<file path="src/rtl/sfifo_burst_reader_pkg.sv">
// Shared definitions for the FIFO burst reader: read-side state encoding and
// a counter-width helper.
package sfifo_burst_reader_pkg;

    typedef enum logic [0:0] {
        IDLE = 1'b0,
        HOLD = 1'b1
    } rd_state_e;

    // One extra bit so a counter can hold its own limit value without wrapping.
    function automatic int unsigned cnt_w(input int unsigned n);
        return $clog2(n) + 1;
    endfunction

endpackage

</file>
<file path="src/rtl/sfifo_burst_reader_if.sv">
// Valid/ready burst stream between the FIFO burst reader (master) and its
// downstream consumer (slave).
interface sfifo_burst_reader_if #(
    parameter int DWIDTH = 64
);
    logic [DWIDTH-1:0] m_data;
    logic              m_valid;
    logic              m_last;
    logic              m_ready;

    modport master (output m_data, output m_valid, output m_last, input m_ready);
    modport slave  (input m_data, input m_valid, input m_last, output m_ready);
endinterface

</file>
<file path="src/rtl/sfifo_burst_reader_burst_out_stage.sv">
// Registered valid/ready output slot: takes a beat when loaded, holds it
// until accepted, and reports when it can take the next one.
module burst_out_stage #(
    parameter int DWIDTH = 64
) (
    input  logic              clk,
    input  logic              rst,
    input  logic              load_i,
    input  logic [DWIDTH-1:0] data_i,
    input  logic              last_i,
    input  logic              ready_i,
    output logic              valid_o,
    output logic [DWIDTH-1:0] data_o,
    output logic              last_o,
    output logic              free_o
);
    logic              valid_q, valid_d;
    logic              last_q, last_d;
    logic [DWIDTH-1:0] data_q, data_d;

    always_comb begin
        valid_d = valid_q;
        last_d  = last_q;
        data_d  = data_q;
        if (load_i) begin
            valid_d = 1'b1;
            last_d  = last_i;
            data_d  = data_i;
        end else if (ready_i) begin
            // Data is left in place after acceptance; only the qualifiers drop.
            valid_d = 1'b0;
            last_d  = 1'b0;
        end
    end

    always_ff @(posedge clk or posedge rst) begin
        if (rst) begin
            valid_q <= 1'b0;
            last_q  <= 1'b0;
            data_q  <= '0;
        end else begin
            valid_q <= valid_d;
            last_q  <= last_d;
            data_q  <= data_d;
        end
    end

    assign free_o  = ~valid_q | ready_i;
    assign valid_o = valid_q;
    assign data_o  = data_q;
    assign last_o  = last_q;
endmodule

</file>
<file path="src/rtl/sfifo_burst_reader.sv">
// Drains a first-word-fall-through FIFO into bursts of up to BURST_LEN beats.
// Optional SFIFO_BURST_READER_STATS_EN adds word/burst transfer counters.
//
//   state | meaning
//   IDLE  | hold register empty, waiting for a FIFO word
//   HOLD  | hold register full, deciding m_last before it moves to the output
module sfifo_burst_reader
    import sfifo_burst_reader_pkg::*;
#(
    parameter int DWIDTH    = 64,
    parameter int BURST_LEN = 8,
    parameter int TIMEOUT   = 16
) (
    input  logic              clk,
    input  logic              rst,
    input  logic [DWIDTH-1:0] fifo_dout,
    input  logic              fifo_empty,
    output logic              fifo_rd_en,
    input  logic              flush,
    sfifo_burst_reader_if.master m_if,
    output logic              busy
`ifdef SFIFO_BURST_READER_STATS_EN
    ,
    output logic [31:0]       stat_bursts,
    output logic [31:0]       stat_words
`endif
);
    localparam int unsigned BW = cnt_w(BURST_LEN);
    localparam int unsigned TW = cnt_w(TIMEOUT);
    localparam logic [0:0] ST_IDLE = IDLE;
    localparam logic [0:0] ST_HOLD = HOLD;

    logic [0:0]        state_q, state_d;
    logic [DWIDTH-1:0] pend_q, pend_d;
    logic [BW-1:0]     beat_cnt_q, beat_cnt_d;
    logic [TW-1:0]     to_cnt_q, to_cnt_d;
    logic              flush_q, flush_d;

    logic              in_hold, close, advance, pop, out_free, to_sat;
    logic              out_valid, out_last;
    logic [DWIDTH-1:0] out_data;

    assign in_hold = (state_q == ST_HOLD);
    assign to_sat  = (to_cnt_q == TW'(TIMEOUT - 1));
    assign close   = in_hold & ((beat_cnt_q == BW'(BURST_LEN - 1)) | flush_q | (to_sat & fifo_empty));
    assign advance = in_hold & out_free & (close | ~fifo_empty);
    // Gated by rst so the FIFO is never popped while the reader is held in reset.
    assign pop        = ~rst & ~fifo_empty & (~in_hold | advance);
    assign fifo_rd_en = pop;

    always_comb begin
        state_d    = state_q;
        pend_d     = pend_q;
        beat_cnt_d = beat_cnt_q;
        to_cnt_d   = to_cnt_q;
        flush_d    = flush_q;
        if (pop) begin
            pend_d  = fifo_dout;
            state_d = ST_HOLD;
        end else if (advance) begin
            state_d = ST_IDLE;
        end
        if (advance) beat_cnt_d = close ? '0 : beat_cnt_q + BW'(1);
        if (pop || advance) to_cnt_d = '0;
        else if (in_hold && fifo_empty && !to_sat) to_cnt_d = to_cnt_q + TW'(1);
        // A flush arriving with nothing to close is dropped; one landing on a closing beat is absorbed.
        if (advance && close) flush_d = 1'b0;
        else if (flush && (in_hold || beat_cnt_q != '0)) flush_d = 1'b1;
    end

    always_ff @(posedge clk or posedge rst) begin
        if (rst) begin
            state_q    <= ST_IDLE;
            pend_q     <= '0;
            beat_cnt_q <= '0;
            to_cnt_q   <= '0;
            flush_q    <= 1'b0;
        end else begin
            state_q    <= state_d;
            pend_q     <= pend_d;
            beat_cnt_q <= beat_cnt_d;
            to_cnt_q   <= to_cnt_d;
            flush_q    <= flush_d;
        end
    end

    burst_out_stage #(.DWIDTH(DWIDTH)) u_out (
        .clk     (clk),
        .rst     (rst),
        .load_i  (advance),
        .data_i  (pend_q),
        .last_i  (close),
        .ready_i (m_if.m_ready),
        .valid_o (out_valid),
        .data_o  (out_data),
        .last_o  (out_last),
        .free_o  (out_free)
    );

    assign m_if.m_valid = out_valid;
    assign m_if.m_data  = out_data;
    assign m_if.m_last  = out_last;
    assign busy         = in_hold | out_valid;

`ifdef SFIFO_BURST_READER_STATS_EN
    logic [31:0] stat_bursts_q, stat_words_q;

    always_ff @(posedge clk or posedge rst) begin
        if (rst) begin
            stat_bursts_q <= '0;
            stat_words_q  <= '0;
        end else if (out_valid && m_if.m_ready) begin
            stat_words_q <= stat_words_q + 32'd1;
            if (out_last) stat_bursts_q <= stat_bursts_q + 32'd1;
        end
    end

    assign stat_bursts = stat_bursts_q;
    assign stat_words  = stat_words_q;
`endif
endmodule

</file>
<file path="src/flat_wrapper.sv">
// flat-port wrapper written by rule: the top's interface ports become plain ports
module sfifo_burst_reader_flat import sfifo_burst_reader_pkg::*;
#(
    parameter int DWIDTH    = 64,
    parameter int BURST_LEN = 8,
    parameter int TIMEOUT   = 16
)
  (clk, rst, fifo_dout, fifo_empty, fifo_rd_en, flush, busy, m_if_m_data, m_if_m_valid, m_if_m_last, m_if_m_ready);
  sfifo_burst_reader_if #(.DWIDTH(DWIDTH)) m_if_i ();
  input  logic clk;
  input  logic rst;
  input  logic [DWIDTH-1:0] fifo_dout;
  input  logic fifo_empty;
  output logic fifo_rd_en;
  input  logic flush;
  output logic busy;
  output wire logic [$bits(m_if_i.m_data)-1:0] m_if_m_data;
  output wire logic [$bits(m_if_i.m_valid)-1:0] m_if_m_valid;
  output wire logic [$bits(m_if_i.m_last)-1:0] m_if_m_last;
  input wire logic [$bits(m_if_i.m_ready)-1:0] m_if_m_ready;
  assign m_if_m_data = m_if_i.m_data;
  assign m_if_m_valid = m_if_i.m_valid;
  assign m_if_m_last = m_if_i.m_last;
  assign m_if_i.m_ready = m_if_m_ready;
  sfifo_burst_reader #(.DWIDTH(DWIDTH), .BURST_LEN(BURST_LEN), .TIMEOUT(TIMEOUT)) u_core (.clk(clk), .rst(rst), .fifo_dout(fifo_dout), .fifo_empty(fifo_empty), .fifo_rd_en(fifo_rd_en), .flush(flush), .m_if(m_if_i), .busy(busy));
endmodule
</file>
<file path="config.mk">
export PLATFORM = sky130hd
export DESIGN_NAME = sfifo_burst_reader_flat
export DESIGN_NICKNAME = d
export VERILOG_FILES = /design/src/rtl/sfifo_burst_reader_pkg.sv /design/src/rtl/sfifo_burst_reader_if.sv /design/src/rtl/sfifo_burst_reader_burst_out_stage.sv /design/src/rtl/sfifo_burst_reader.sv /design/src/flat_wrapper.sv
export SDC_FILE = /design/constraint.sdc
export NUM_CORES = 1
export LEC_CHECK = 0
export CELL_PAD_IN_SITES_DETAIL_PLACEMENT = 0
export CELL_PAD_IN_SITES_GLOBAL_PLACEMENT = 1
export CORE_UTILIZATION = 41
export DETAILED_ROUTE_END_ITERATION = 10
export GPL_TIMING_DRIVEN = 0
export PLACE_DENSITY_LB_ADDON = 0.05
export SETUP_SLACK_MARGIN = 0.5
export SYNTH_ARGS = -nofsm -noshare
export SYNTH_HDL_FRONTEND = slang
export SYNTH_SLANG_ARGS = --single-unit
</file>
<file path="constraint.sdc">
create_clock -name clk -period 9.7 [get_ports clk]
set_input_delay 1.94 -clock clk [delete_from_list [all_inputs] [get_ports clk]]
set_output_delay 1.94 -clock clk [all_outputs]
set_load 0.05 [all_outputs]
</file>
==> metrics.md <==
| Metric | Value |
|---|---|
| Min-delay worst type | reg2reg |
| Post-placement cell area | 7325 um^2 |
| Vias in the first global route | 3,504 |
| First-pass GRT wire length | 18,420 um |
| Worst skew pair latency | 0.41 ns |
| Fill count | 1,069 |
| Initial antenna violation count | 0 |
| Mapped Area | 5720 um^2 |
| Slew headroom | 52.26% |
| Peak supply drop | 264.6 uV |
| Worst setup EP type | primary output |
| Synth Register Bits | 141 |
| Slowest-stage cell, CP | clkdlybuf4s50_1 |
| Status | finished, final reports clean |
| Fin crit period | 6.147 ns |
| Clock transition at the registers of the reported paths | 0.06 ns |
| Clock sinks | 141 |
| Synth async-reset ratio | 100.0% |
| Number of flops mapped to enable cells by yosys | 0 |
| Syn Area/Cell | 16.53 um^2 |
| Post-route DRC violation count | 0 |
| Crit Path Max Fanout | 10 |
| Req. time, crit path | 7.76 ns |
| Setup TNS | 0 ns |
| Starting Density | 42.69% |
| N_diodes | 0 |
| Initial drt markers | 111 |
| WS Path Type | in2out |
| DR vias/cell | 4.792 |
| DP Wirelength | 7523 um |
| Die area | 14,430 um^2 |
| Area of the multi-input gates | 1998 um^2 |
| Cell Pwr Density | 373.5 nW/um^2 |
| Global placer's final weighted congestion | 0.7456 |
| Top cells by area, synth | dfrtp_1, mux2_4, mux2_2, mux2_1, buf_6 |
| Hold Violations, Final | 0 |
| Max H-tree Level | 4 |
| Clock Skews | 0.008960 ns |
| Antenna Nets Post-Route | 0 |
| Crit path largest cell delay | 0.79 ns |
| Yosys top cell area share | 61.68% |
| # rows | 42 |
| Routed WL | 11,140 um |
| Die Width | 120.1 um |
| Syn-to-layout area delta | 38.58% |
| Post-synth top cells | dfrtp_1, mux2_2, mux2_4, mux2_1, buf_6 |
| Root Driver | clkbuf_16 |
| Cell Chain, Critical Path | clkdlybuf4s50_1, nand2b_4, nor2_1, or3_1, buf_6, buf_6, inv_1, clkdlybuf4s50_1 |
| Via Count | 3,302 |
| CTS Hold Bufs | 0 |
| Post-place setup slack | 3.534 ns |
| Max-Cap Viols | 0 |
| Final WS setup | 3.553 ns |
| Core area | 13,400 um^2 |
| Die Y | 120.1 um |
| Post-synth top area cell | dfrtp_1 |
| Top Ports | 137 |
| Seq. cell area | 3528 um^2 |
| # Post-CTS Setup Buffers | 0 |
| Final period utilization | 63.37% |
| CTS tree | done |
| Buffers on Ports | 135 |
| Ys flop type | dfrtp_1 |
| Crit path DAT | 4.21 ns |
| Fraction of layout cells with a size suffix above 1 | 29.63% |
| Routed WL per cell | 16.17 um |
| Clock buffer count from CTS | 17 |
| Finished Cell Area | 7928 um^2 |
| Max Clk Rate | 0.1627 GHz |
| Most common cell in the netlist | dfrtp_1 |
| Cts repair resizes | 0 |
| CTS max path bufs | 2 |
| Cells after synthesis | 346 |
| Pin count of the biggest net entering global routing | 75 |
| Sequential area share after synthesis | 61.68% |
| Nets | 574 |
| P_leak | 3.535 nW |
| Global router's overall resource usage | 16.99% |
| Critical path startpoint category | primary input |
| Syn nets | 419 |
| Synth unique cells | 37 |
| Worst-Margin Slew | 0.7118 ns |
| Final Slew Violations | 0 |
| Total grt overflow | 0 |
| Final-report setup violation count | 0 |
| First-pass DRT Iterations | 4 |
| Synth warnings | 0 |
| RSZ-0062 raised after global routing | no |
==> metrics by stage <==
step           util, %  cells  power [W]  hold slack, ns
2_1_floorplan        -    346   0.001889          0.4522
6_report         59.16    689   0.002961          0.4755
5_1_grt          59.16    689   0.003099          0.4945
4_1_cts          59.16    689   0.002999          0.4825
3_3_place_gp     54.42    657   0.002297          0.4610
3_5_place_dp     54.66    658   0.002326          0.4694
==> kinds of logic (layout without fill, tap and decap cells) <==
family                     after synthesis  after routing  share of synthesized area [%]
and+or+nand+nor                         29             29                          2.844
DFF                                    141            141                          61.68
buffers and inverters                   26            193                          3.390
adders and majority gates                4              4                         0.8749
AOI/OAI and AO/OA                       13             13                          1.969
xor gates and xnor gates                 3              3                         0.4594
muxes                                  130            130                          28.78
==> routing by layer <==
layer	global-route usage, %	routed length, um	up-vias
met5	0	0	-
met3	5.466	600	6
met1	22.08	5097	1680
met4	6.797	86	0
li1	-	-	1525
met2	26.22	5354	91
==> layout by cell type, fill, tap and decap left out, types with 3 or more instances in the layout <==
cell             count
dfrtp_1            141
clkdlybuf4s50_1    135
mux2_2              53
mux2_4              49
mux2_1              27
clkbuf_16           17
buf_6               11
nor2_1               8
inv_1                7
nand2_1              7
clkbuf_1             5
ha_1                 4
clkbuf_8             4
buf_4                3
bufinv_16            3
==> critical path, delay by kind of cell <==
kind,cells,cell delay (ns)
buf+inv,5,1.68
simple gates,3,0.57
==> final timing paths <==
check | from | end | slack [ns] | depth (start not counted)
max | m_if_m_ready | fifo_rd_en | 3.55 | 8
max reg2reg | u_core.to_cnt_q[0] | u_core.u_out.data_o[24] | 7.25 | 8
min | u_core.pend_q[7] | u_core.u_out.data_o[7] | 0.48 | 1
min reg2reg | u_core.pend_q[7] | u_core.u_out.data_o[7] | 0.48 | 1
max in group asynchronous | rst | u_core.u_out.data_o[42] | 6.86 | 3
min in group asynchronous | rst | u_core.in_hold | 2.08 | 2
==> report_power, final <==
group          switching (W)  total, W  internal, W
sequential          0.000125  0.000954     0.000829
clock               0.000229  0.000659     0.000430
combinational       0.000779   0.00135     0.000568
==> cell type report <==
cell class                      instances  area share [%]
Inverter                                9          0.4893
Clock buffer                           25           6.250
Timing Repair Buffer                  136           17.39
Clock inverter                          6           1.357
Sequential cell                       141           44.51
Buffer                                 17           2.020
Tap cell                              176           2.778
Multi-Input combinational cell        179           25.21
==> registers in the layout (all words and copies together) (netlist names) <==
signal and flops:
u_core.beat_cnt_q 4, u_core.flush_q 1, u_core.in_hold 1, u_core.pend_q 64, u_core.to_cnt_q 5, u_core.u_out.data_o 64
u_core.u_out.last_o 1, u_core.u_out.valid_o 1
No activity file was read; power rests on OpenSTA's default activity.
